<file path="config.mk">
export PLATFORM = sky130hd
export DESIGN_NAME = ifu_fetch
export DESIGN_NICKNAME = d
export VERILOG_FILES = /design/src/rtl/ifu_fetch.sv
export SDC_FILE = /design/constraint.sdc
export NUM_CORES = 1
export LEC_CHECK = 0
export CAP_MARGIN = 20
export CORE_UTILIZATION = 30
export CTS_BUF_LIST = sky130_fd_sc_hd__clkbuf_2 sky130_fd_sc_hd__clkbuf_4 sky130_fd_sc_hd__clkbuf_8
export DETAILED_ROUTE_END_ITERATION = 8
export PLACE_DENSITY = 0.61
export RECOVER_POWER = 50
export SLEW_MARGIN = 5
export SYNTH_ARGS = -nofsm -noshare
export SYNTH_HDL_FRONTEND = slang
export SYNTH_SLANG_ARGS = --single-unit
</file>
<file path="constraint.sdc">
create_clock -name clk_i -period 1.9 [get_ports clk_i]
set_input_delay 0.285 -clock clk_i [delete_from_list [all_inputs] [get_ports clk_i]]
set_output_delay 0.285 -clock clk_i [all_outputs]
set_load 0.1 [all_outputs]
</file>
<file path="src/rtl/ifu_fetch.sv">
// Instruction-fetch stage: owns the fetch PC, keeps at most one word request
// outstanding to instruction memory and fills the IF/ID output slot.
module ifu_fetch #(
  parameter int unsigned             INST_WIDTH = 32,
  parameter int unsigned             DATA_WIDTH = 64,
  parameter logic [DATA_WIDTH-1:0]   RESET_PC   = 64'h8000_0000
) (
  input  logic                  clk_i,
  input  logic                  rst_ni,
  input  logic                  stall_i,
  input  logic                  redirect_i,
  input  logic [DATA_WIDTH-1:0] redirect_pc_i,
  output logic                  imem_req_valid_o,
  input  logic                  imem_req_ready_i,
  output logic [DATA_WIDTH-1:0] imem_req_addr_o,
  input  logic                  imem_rsp_valid_i,
  input  logic [INST_WIDTH-1:0] imem_rsp_data_i,
  output logic                  valid_o,
  output logic [INST_WIDTH-1:0] inst_o,
  output logic [DATA_WIDTH-1:0] pc_o
);

  typedef enum logic {
    ST_REQ  = 1'b0,
    ST_WAIT = 1'b1
  } state_e;

  localparam logic [DATA_WIDTH-1:0] ALIGN_MASK = ~DATA_WIDTH'(3);

  state_e                state_q, state_d;
  logic                  kill_q, kill_d;
  logic [DATA_WIDTH-1:0] pc_q, pc_d;
  logic                  valid_q, valid_d;
  logic [INST_WIDTH-1:0] inst_q, inst_d;
  logic [DATA_WIDTH-1:0] pc_out_q, pc_out_d;

  logic slot_free;
  logic req_fire;

  // Request handshake: a transfer happens at a posedge where valid and ready
  // are both high. Valid is only raised when the output slot will be free, so
  // the single response can always be written without overwriting a live slot.
  assign slot_free        = !valid_q || !stall_i;
  assign imem_req_valid_o = (state_q == ST_REQ) && slot_free;
  assign imem_req_addr_o  = pc_q & ALIGN_MASK;
  assign req_fire         = imem_req_valid_o && imem_req_ready_i;

  always_comb begin
    state_d  = state_q;
    kill_d   = kill_q;
    pc_d     = pc_q;
    valid_d  = valid_q;
    inst_d   = inst_q;
    pc_out_d = pc_out_q;

    if (valid_q && !stall_i) begin
      valid_d = 1'b0;
    end

    if (redirect_i) begin
      pc_d    = redirect_pc_i & ALIGN_MASK;
      valid_d = 1'b0;
      unique case (state_q)
        ST_REQ: begin
          if (req_fire) begin
            state_d = ST_WAIT;
            kill_d  = 1'b1;
          end
        end
        ST_WAIT: begin
          // A response landing on the redirect cycle belongs to the old path.
          if (imem_rsp_valid_i) begin
            state_d = ST_REQ;
            kill_d  = 1'b0;
          end else begin
            kill_d  = 1'b1;
          end
        end
        default: state_d = ST_REQ;
      endcase
    end else begin
      unique case (state_q)
        ST_REQ: begin
          if (req_fire) begin
            state_d = ST_WAIT;
          end
        end
        ST_WAIT: begin
          if (imem_rsp_valid_i) begin
            state_d = ST_REQ;
            if (kill_q) begin
              kill_d = 1'b0;
            end else begin
              inst_d   = imem_rsp_data_i;
              pc_out_d = pc_q;
              valid_d  = 1'b1;
              pc_d     = pc_q + DATA_WIDTH'(4);
            end
          end
        end
        default: state_d = ST_REQ;
      endcase
    end
  end

  always_ff @(posedge clk_i) begin
    if (!rst_ni) begin
      state_q  <= ST_REQ;
      kill_q   <= 1'b0;
      pc_q     <= RESET_PC;
      valid_q  <= 1'b0;
      inst_q   <= '0;
      pc_out_q <= RESET_PC;
    end else begin
      state_q  <= state_d;
      kill_q   <= kill_d;
      pc_q     <= pc_d;
      valid_q  <= valid_d;
      inst_q   <= inst_d;
      pc_out_q <= pc_out_d;
    end
  end

  assign valid_o = valid_q;
  assign inst_o  = inst_q;
  assign pc_o    = pc_out_q;

endmodule

</file>
==> impl_metrics.yaml <==
floorplanning:
  start_util: 0.308
  pin_count: 264
  die_h_um: 161
  die_area_um2: 25800
  die_x_um: 161
  coreArea_um2: 24500
  rows: 57
sta:
  clock-skew-final_ps: 14.2
  relSlewSlack: 0.589
  hold_viol: 0
  rsz0062_at_grt: "true"
  setup_violations: 1
  tightest_slew_ps: 620
  post-route-min-period_ps: 1980
  max_freq_mhz: 506
  slew_viol_final: 0
  fin_tns_setup_ps: -75.4
  period_share: 1.04
  fin_ws_ps: -75.4
setup_path:
  worst_ep_arrival_time_ps: 2330
  crit_chain: "nand4_1 > or3_1 > or4_4 > or4_4 > o2111a_1"
  endpoint_kind: "flop"
  cpMaxStageDelayCell: "or4_4"
  cp_common_cell: "or4_4"
  rrSetupSlack_ps: -80
  r2r_start: "pc_q[35]"
  slowest_delay_ps: 430
  r2r-end: "pc_q[43]"
  start_kind: "flop"
  crit_fanout: 5
  worst-path-buf-inv: 0
  rr_worst_depth: 5
  cp.required_ps: 2250
  crit_family: "simple AND/OR/NAND/NOR gates"
  setup.worst_path.class: "reg2reg"
finish:
  finalNonFillerCells: 1582
  area.growth.synth_to_final_pct: 49.9
  fill_cells: 2520
  final_common_cell: "nand2_1"
  layout_common_cells: "225 x nand2_1, 134 x buf_4, 127 x clkbuf_2"
  final_util: 0.461
  layout.nets: 1347
  drive_gt1_frac: 0.334
  final_area_um2: 11300
global_routing:
  gr-usage-met1: 0.254
  track_usage: 0.202
  gr-total-overflow: 0
  met2_usage: 0.337
  grt_pass1_wl_mm: 41.2
  grt_max_degree: 57
  grt.busiest_layer: "met2"
  antenna_found_initial: 1
  gr-usage-met3: 0.0511
  grt_pass1_vias: 7616
logic_synthesis:
  syn_avg_cell_area_um2: 8.19
  ys_seq_elements: 159
  synth_cell_types: 62
  synth_cells: 922
  synthFlopType: "dfxtp_1"
  synth_area_um2: 7550
  synth_edf_count: 0
  seq_area_frac_synth: 0.421
  async_flop_share: 0
  yosysWarnings: 0
placement:
  place_inst: 1538
  gp_congestion: 0.853
  io_buffer_count: 257
  hpwl_mm: 19.6
  placed_cell_area_um2: 11100
clocking:
  clk_pin_slew_worst_paths_ps: 90
  cts.sinks: 159
  htree_levels: 4
  cts_tree: "done"
  clk-insertion-delay-late_ps: 460
  cts_buffers: 17
  clock_path_buffers: 2
  cts_root_buf: "clkbuf_8"
flow_run:
  cap_viol_max_count: 0
routing:
  antenna_left: 0
  initialDrtViolationCount: 512
  firstDrtPassIters: 5
  vias_per_cell: 4.98
  wire_per_inst_um: 16.7
  vias: 7885
  drc: 0
  routed_wirelength_mm: 26.5
min_path:
  worst_hold_path.num_cells: 2
  min_path_type: "in2reg"
  hp-start: "redirect_i"
  holdPathEnd: "pc_q[5]"
status:
  violations: "setup timing"
  run_status: "finished with violations"
pwr:
  irDropWorstVdd_v: 0.000362
  p_per_area_nw_per_um2: 710
  leakage_nw: 4.40
-- cells in the mapped netlist (all sizes together) (2+ instances only) --
master	number	area, µm²
inv	5	18.8
a21boi	94	706
nand4	37	250
o21a	2	15.0
o211a	9	90.1
o211ai	2	15.0
a311oi	3	26.3
a211oi	4	30.0
o31ai	8	60.1
and2	5	31.3
nand3	35	213
xor2	16	140
a21oi	23	115
o21ai	47	235
or3	6	37.5
or2	4	25.0
dfxtp	159	3180
nand2b	3	18.8
a211o	2	17.5
clkbuf	61	229
xnor2	9	78.8
a31oi	12	75.1
or4b	2	20.0
and3	15	95.1
or4	13	97.6
buf	10	65.1
mux2i	7	70.1
nor2	22	90.1
a41oi	2	17.5
o2111a	2	22.5
nor4	14	136
and4	4	35.0
nor2b	4	25.0
nand2	229	862
a32oi	3	26.3
nor4b	9	78.8
nor3	17	90.1
nor3b	7	52.6
a311o	4	40.0
-- cell families (layout without fill, tap and decap cells) --
group	after synthesis	after routing	synth area share
AOI/OAI and AO/OA	221	221	0.202
xor gates and xnor gates	25	25	0.0290
adders and majority gates	1	1	0.00166
buffers and inverters	76	407	0.0414
DFF	159	159	0.421
muxes	7	7	0.00928
other	1	5	0.000496
and+or+nand+nor	432	433	0.295
-- repair_timing --
action / 4_1_cts / 5_1_grt
setup endpoints to repair: 3 / 31
hold buffers: 0 / 0
gates cloned: 0 / 1
hold endpoints to repair: 0 / 0
buffers inserted: 0 / 11
pin swaps: 0 / 8
resized for setup: 2 / 25
-- through the flow --
| step | power [mW] | hold slack (ps) | worst slack (ps) |
|---|---|---|---|
| after global placement | 5.65 | 450 | -338 |
| after detailed placement | 5.66 | 456 | -420 |
| after global routing | 8.38 | 266 | -121 |
| after floorplan | 4.97 | 422 | -226 |
| after CTS | 8.17 | 260 | 1.73 |
| final | 8.04 | 288 | -75.4 |
-- state kept, by name, indices dropped and copies added, names as in the netlist --
signal,count
valid_o,1
inst_o,32
pc_q,62
state_q,1
pc_o,62
kill_q,1
-- layout make-up --
class / count / area, µm² / share of cell area
Tap cell: 324 / 405 / 0.0358
Clock inverter: 9 / 82.6 / 0.00730
Sequential cell: 159 / 3380 / 0.299
Antenna cell: 1 / 2.50 / 0.000221
Inverter: 5 / 18.8 / 0.00166
Timing Repair Buffer: 370 / 2800 / 0.248
Multi-Input combinational cell: 691 / 4330 / 0.382
Clock buffer: 23 / 298 / 0.0263
-- per-layer routing --
layer / up-vias / wire [µm]
met3: 36 / 1570
li1: 3930 / -
met5: - / 0
met4: 0 / 589
met1: 3697 / 11600
met2: 222 / 12700
-- worst reg2reg max path, delay by kind of cell, from the launching register on --
kind | cells | cell delay, ps
AOI/OAI and AO/OA | 1 | 130
and+or+nand+nor | 4 | 1350
DFF | 1 | 390
-- worst max path at each step --
stage / startpoint / endpoint / slack [ps] / cells past startpoint
final: pc_q[35] / pc_q[43] / -80 / 5
after global routing: pc_q[35] / pc_q[43] / -120 / 5
after CTS: pc_q[36] / pc_q[43] / 2 / 5
after detailed placement: imem_rsp_valid_i / pc_q[54] / -420 / 8
after global placement: imem_rsp_valid_i / pc_q[38] / -340 / 8
after floorplan: pc_q[34] / pc_q[43] / -230 / 6
-- power by group --
part	internal [mW]	switching, mW
sequential	3.44	0.152
clock	1.18	1.32
combinational	0.574	1.37
total	5.20	2.84
(Power assumes the default switching activity.)
